[src/rtl/ste_bar_decoder.sv]
// Bar-graph (thermometer) input decoder: synchronizes, debounces and converts
// an LED segment code into a full-scale data value with a sticky code-error flag.
module ste_bar_decoder #(
  parameter int unsigned        DATA_W       = 12,
  parameter logic [DATA_W-1:0]  DATA_MAX     = 12'hfff,
  parameter int unsigned        LED_NR       = 8,
  parameter int unsigned        DEBOUNCE_CYC = 16
) (
  input  logic              clk,
  input  logic              rst_n,
  input  logic [LED_NR-1:0] bar_i,
  input  logic              clr_i,
  output logic [DATA_W-1:0] dout_o,
  output logic              dout_update_o,
  output logic              err_o
);

  localparam int unsigned CNT_W  = $clog2(DEBOUNCE_CYC) + 1;
  localparam int unsigned PROD_W = DATA_W + $clog2(LED_NR) + 1;
  localparam int unsigned NUM_W  = $clog2(LED_NR + 1);

  localparam logic [CNT_W-1:0]  CNT_LOAD = CNT_W'(DEBOUNCE_CYC - 1);
  localparam logic [PROD_W-1:0] SCALE    = PROD_W'(DATA_MAX) + PROD_W'(1);
  localparam logic [PROD_W-1:0] DIVISOR  = PROD_W'(LED_NR);

  localparam logic [1:0] ST_IDLE   = 2'd0;
  localparam logic [1:0] ST_SETTLE = 2'd1;
  localparam logic [1:0] ST_EMIT   = 2'd2;

  logic              soft_rst;
  logic [LED_NR-1:0] sync_q1;
  logic [LED_NR-1:0] sync;

  logic [1:0]        state;
  logic [1:0]        state_nxt;
  logic [LED_NR-1:0] acc;
  logic [LED_NR-1:0] acc_nxt;
  logic [LED_NR-1:0] cand;
  logic [LED_NR-1:0] cand_nxt;
  logic [CNT_W-1:0]  cnt;
  logic [CNT_W-1:0]  cnt_nxt;
  logic [DATA_W-1:0] dout_nxt;
  logic              upd_nxt;
  logic              err_nxt;

  logic              code_valid;
  logic [NUM_W-1:0]  ones;
  logic [PROD_W-1:0] product;
  logic [PROD_W-1:0] quotient;
  logic [DATA_W-1:0] dec_value;

  // clr_i behaves exactly like a one-cycle synchronous reset
  assign soft_rst = !rst_n || clr_i;

  // Two-flop synchronizer for the asynchronous segment inputs
  always_ff @(posedge clk) begin
    if (soft_rst) begin
      sync_q1 <= '0;
      sync    <= '0;
    end else begin
      sync_q1 <= bar_i;
      sync    <= sync_q1;
    end
  end

  // 2^n-1 plus one has no bit in common with itself; wraps to zero for all-ones
  assign code_valid = ((cand & (cand + LED_NR'(1))) == '0);

  always_comb begin
    ones = '0;
    for (int i = 0; i < LED_NR; i++) begin
      ones = ones + NUM_W'(cand[i]);
    end
  end

  // Level n-1 scaled to full range; product fits PROD_W for any legal LED_NR
  always_comb begin
    product   = '0;
    quotient  = '0;
    dec_value = '0;
    if (ones != '0) begin
      product   = PROD_W'(ones - NUM_W'(1)) * SCALE;
      quotient  = product / DIVISOR;
      dec_value = DATA_W'(quotient);
    end
  end

  // State register
  always_ff @(posedge clk) begin
    if (soft_rst) begin
      state <= ST_IDLE;
    end else begin
      state <= state_nxt;
    end
  end

  // Next-state and datapath update logic
  always_comb begin
    state_nxt = state;
    acc_nxt   = acc;
    cand_nxt  = cand;
    cnt_nxt   = cnt;
    dout_nxt  = dout_o;
    upd_nxt   = 1'b0;
    err_nxt   = err_o;
    case (state)
      ST_IDLE: begin
        if (sync != acc) begin
          state_nxt = ST_SETTLE;
          cand_nxt  = sync;
          cnt_nxt   = CNT_LOAD;
        end
      end
      ST_SETTLE: begin
        if (sync != cand) begin
          cand_nxt = sync;
          cnt_nxt  = CNT_LOAD;
        end else if (cnt == '0) begin
          state_nxt = ST_EMIT;
        end else begin
          cnt_nxt = cnt - CNT_W'(1);
        end
      end
      ST_EMIT: begin
        state_nxt = ST_IDLE;
        acc_nxt   = cand;
        // A glitch that settled back onto the accepted code is not a new value
        if (cand != acc) begin
          if (code_valid) begin
            dout_nxt = dec_value;
            upd_nxt  = 1'b1;
          end else begin
            err_nxt = 1'b1;
          end
        end
      end
      default: begin
        state_nxt = ST_IDLE;
      end
    endcase
  end

  // Datapath and output registers
  always_ff @(posedge clk) begin
    if (soft_rst) begin
      acc           <= '0;
      cand          <= '0;
      cnt           <= '0;
      dout_o        <= '0;
      dout_update_o <= 1'b0;
      err_o         <= 1'b0;
    end else begin
      acc           <= acc_nxt;
      cand          <= cand_nxt;
      cnt           <= cnt_nxt;
      dout_o        <= dout_nxt;
      dout_update_o <= upd_nxt;
      err_o         <= err_nxt;
    end
  end

endmodule

[config.mk]
export PLATFORM = sky130hd
export DESIGN_NAME = ste_bar_decoder
export DESIGN_NICKNAME = d
export VERILOG_FILES = /design/src/rtl/ste_bar_decoder.sv
export SDC_FILE = /design/constraint.sdc
export NUM_CORES = 1
export LEC_CHECK = 0
export ABC_AREA = 1
export CAP_MARGIN = 20
export CELL_PAD_IN_SITES_DETAIL_PLACEMENT = 1
export CELL_PAD_IN_SITES_GLOBAL_PLACEMENT = 2
export CORE_ASPECT_RATIO = 0.7
export CORE_UTILIZATION = 31
export DETAILED_ROUTE_END_ITERATION = 10
export GPL_ROUTABILITY_DRIVEN = 0
export PLACE_DENSITY = 0.82
export REMOVE_ABC_BUFFERS = 1
export SLEW_MARGIN = 20
export SYNTH_ARGS = -nofsm -noshare
export SYNTH_HDL_FRONTEND = slang
export SYNTH_SLANG_ARGS = --single-unit
[constraint.sdc]
create_clock -name clk -period 4.9 [get_ports clk]
set_clock_uncertainty 0.2 [all_clocks]
set_input_delay 0.49 -clock clk [delete_from_list [all_inputs] [get_ports clk]]
set_output_delay 0.49 -clock clk [all_outputs]
set_load 0.02 [all_outputs]
## Word-level counts from Yosys, hierarchy flattened

Index checks and enable logic that the tools add are counted.
W data, S select, Z words.

- Register bits: 53
- Output and inout port bits: 14

- Add/sub/neg operators: 10
- Eq/ne operators: 10
- Mux-type cells: 13
- Bitwise logic cells: 4
- Reduce and logical (&&, ||, !) cells: 13

Operators by type and width:

| kind | number |
|---|---|
| $ne A8 B8 Y1 | 3 |
| $add A4 B1 Y4 | 4 |
| $mux W8 | 2 |
| $pmux W8 S2 | 1 |
| $mux W5 | 3 |
| $reduce_and A3 Y1 | 5 |
| $mux W12 | 1 |
| $pmux W5 S2 | 1 |
| $add A8 B1 Y8 const B | 1 |
| $and A8 B8 Y8 | 1 |
| $logic_not A8 Y1 | 1 |
| $ne A2 B2 Y1 const B | 4 |
| $mux W2 | 3 |
| $logic_not A5 Y1 | 1 |
| $sub A5 B1 Y5 const B | 1 |
| $add A3 B1 Y4 | 1 |
| $pmux W2 S2 | 1 |
| $reduce_bool A4 Y1 | 1 |
| $add A2 B1 Y3 | 1 |
| $ne A3 B3 Y1 const B | 1 |
| $not A1 Y1 | 3 |
| $reduce_or A3 Y1 | 1 |
| $sub A3 B1 Y3 const B | 1 |
| $add A1 B1 Y2 | 1 |
| 7 further kinds | 7 |

## Logic depth before layout (Yosys ltp)

- Word-level depth: 9
- Depth in mapped cells: 17
- Gate-level depth less buffers: 17

## Worst setup path before layout

Ideal clock, no wire load.

- Kind: reg-to-reg
- Start: register cand[0]
- End: register dout_o[9]
- Library setup time: 113 ps
- Arrival time: 3115 ps
- Data required time: 4587 ps
- Slack: 1471 ps
- Cell stages (with the launch flop): 17
- Path buffers: 0
- Clock period less this slack: 3429 ps
- Path through: dfxtp_1 > inv_2 > fa_1 > fa_1 > fa_1 > inv_1 > ha_1 > inv_1 > fa_1 > inv_1 > nand2_1 > o21ai_0 > nand2_1 > nand2_1 > inv_1 > nor2_1 > nor2_1

- Cells in the longest elaborated chain, start to end: 9

RTL lines:

| element | RTL line | RTL |
|---|---|---|
| start: declaration | 38 | `logic [LED_NR-1:0] cand;` |
| start signal: assignment | 154 | `cand <= cand_nxt;` |
| $add A1 B1 Y2 | 72 | `ones = ones + NUM_W'(cand[i]);` |
| $add A2 B1 Y3 | 72 |  |
| $add A3 B1 Y4 | 72 |  |
| $add A4 B1 Y4 (4 in series) | 72 |  |
| $sub A3 B1 Y3 / $reduce_bool A4 Y1 (equally long branches) | 82, 81 |  |
| $mux W12 | 81 | `if (ones != '0) begin` |
| end signal: assignment | 156 | `dout_o <= dout_nxt;` |
| end: declaration | 13 | `output logic [DATA_W-1:0] dout_o,` |

Parallel ways exist; a longest one is shown, timed or not.
A chain may end at the register's enable or synchronous reset.

## Worst setup path after layout

Same ends and word-level chain as after synthesis.

==> summary.md <==
| Metric | Value |
|---|---|
| Status | complete, no violations |
| Commonest non-fill, non-tap cells in the layout | 92 x nand2_1, 65 x nor2_1, 58 x inv_1 |
| DRC | 0 |
| Ys async rst share | 0% |
| Finish-stage setup viols | 0 |
| Clock Tree Buf Depth | 2 |
| Initial core utilization | 32.21% |
| Initial DRC count | 32 |
| Area post-placement | about 2600 um2 |
| Die height | 74.96 um |
| Yosys warns | 0 |
| Total power | 0.7621 mW |
| CP endpoint | dout_o[9] |
| Post-CTS setup buffer count | 0 |
| Final nets | 389 |
| Vias per Instance | 4.242 |
| Die ar. | 7963 um2 |
| Largest net degree at the start of global routing | 25 |
| TritonCTS Sinks | 44 |
| Slew margin rel. | 49.22% |
| Reg2Reg Depth | 16 |
| Die width | 106.2 um |
| Max Slew Vio Count | 0 |
| Commonest non-fill, non-tap cell in the layout | nand2_1 |
| Total grt overflow | 0 |
| Unrepaired setup endpoints after global routing | false |
| Post-synth cell types | 30 |
| Pwr Density | roughly 290 nW/um2 |
| Layout cells sized above 1 | 5.978% |
| Pre-CTS setup slack | 1201 ps |
| CTS tree | done |
| Final instance area | 2659 um2 |
| TritonRoute pass-1 iters | 4 |
| Number of synthesized flops with an enable pin | 0 |
| Crit path time final | 3690 ps |
| Synth Flop Type | dfxtp_1 |
| Max cap viols | 0 |
| Seq cells post-synth | 44 |
| Cell Area, Synth | 2357 um2 |
| Slew @ Worst Pin | 760.9 ps |
| CTS H-tree depth | 2 |
| Worst setup EP type | register |
| Routed Antenna Nets | 0 |
| Final worst setup slack | 1210 ps |
| Clock slew at reported path FFs | 90 ps |
| Final WL | 5560 um |
| F_max | 271.0 MHz |
| Total track usage | 15.27% |
| Critical Path RT | just under 5000 ps |
| Post-CTS sizing | 0 |
| Number of global-route vias before repair | around 1900 |
| Core ar. | approximately 7300 um2 |
| I/O Buffers | 15 |
| Period utilisation layout | 75.30% |
| Crit path launch | cand[0] |
| CP Max Fanout | 6 |
| Data arrival time of the worst path | 3690 ps |
| Io pins | 25 |
| Worst VDD drop | 128.6 uV |
| Synthesis-to-finish area growth | 12.79% |
| Num rows | 26 |
| Via count | 1977 |
| Cts hold-fix bufs | 0 |
| First-pass GRT wire length | 9252 um |
| R2r setup slk | roughly 1200 ps |
| Initial antenna violation count | 0 |
| Placed wire-length estimate | 4041 um |
| Worst r2r src | cand[0] |
| Skew-Pair Late Insertion Delay | 300 ps |
| Cells after synthesis | between 300 and 400 |
| Diodes inserted | 0 |
| Fin. Hold Viols | 0 |
| CP Launch Type | register |
| Ranking of synthesized cells by area | dfxtp_1 37%, nand2_1 15%, nor2_1 10% |
| CTS Root Cell | clkbuf_8 |
| Cell accounting for the most synthesized area | dfxtp_1 |
| Total CTS buffers | 5 |
| Reg2reg end | dout_o[9] |
| Worst Hold Class | reg2reg |
| Top-area cell type share of the netlist area | a little under two fifths |
| Hold slack final | 213.0 ps |
| Register area share after synthesis | a little under two fifths |
| Kind of critical path | reg2reg |
| Average size of a mapped cell | around 6.7 um2 |
| P_leak | roughly 1.3 nW |
| Final setup TNS | 0 ps |
| DR WL/cell | between 10 and 15 um |
-- logic make-up after synthesis --
logic type | share of synthesized area [%]
DFF | 37.37
AOI/OAI and AO/OA | 5.414
and+or+nand+nor | 32.38
other | 0.1591
xor gates and xnor gates | 3.344
buffers and inverters | 14.22
adders and majority gates | 7.112
-- worst max-delay path: stages (launching register included) --
cell,delay (ps)
dfxtp_1,420
inv_2,110
fa_1,560
fa_1,430
fa_1,430
inv_1,70
ha_1,150
inv_1,60
fa_1,360
inv_1,80
nand2_1,80
o21ai_0,310
nand2_1,80
nand2_1,70
inv_1,30
nor2_1,90
nor2_1,60
-- state kept, by name, summed over array words and instances (netlist names) --
| register | flops |
|---|---|
| acc | 8 |
| cand | 8 |
| cnt | 5 |
| dout_o | 3 |
| dout_update_o | 1 |
| err_o | 1 |
| state | 2 |
| sync | 8 |
| sync_q1 | 8 |
-- stage by stage --
step | cells | utilization [%]
6_report | 466 | 36.32
4_1_cts | 466 | 36.32
2_1_floorplan | 344 | -
3_5_place_dp | 458 | 35.09
5_1_grt | 466 | 36.32
3_3_place_gp | 458 | 35.09
-- power breakdown --
group | internal [mW] | total (mW) | switching (mW)
Clock | 0.115 | 0.240 | 0.125
Combinational | 0.0501 | 0.144 | 0.0935
Sequential | 0.368 | 0.378 | 0.00990
-- synth_stat cells (4+ instances only) --
master     n
a21oi_1   10
buf_4      9
clkbuf_1   4
dfxtp_1   44
fa_1       4
ha_1       7
inv_1     58
inv_2      5
nand2_1   92
nand3_1   11
nor2_1    65
o21ai_0   11
xnor2_1    8
-- layer usage --
layer / global-route usage (%) / routed length (um) / part of all wire (%) / vias up
li1: - / - / - / 1050
met2: 24.39 / 2376 / 43 / 26
met3: 2.857 / 203 / 3.7 / 5
met1: 21.33 / 2924 / 53 / 896
met4: 4.167 / 56 / 1.0 / 0
met5: 0 / 0 / 0 / -
-- worst min path at each step --
stage,start,to,depth (start not counted)
global placement,sync_q1[1],sync[1],2
detailed placement,sync_q1[0],sync[0],2
finish,sync_q1[0],sync[0],2
CTS,sync_q1[0],sync[0],2
global route,sync_q1[4],sync[4],2
floorplan,sync_q1[0],sync[0],2
-- area by class of cell --
class,count,area [um2]
fill,960,4661
multi-input combinational,237,1171
sequential,44,880.8
inverter,63,236.5
timing repair buffer,16,157.7
tap,98,122.6
clock buffer,8,90.09
Note: power is estimated with default switching activity, not from simulation.
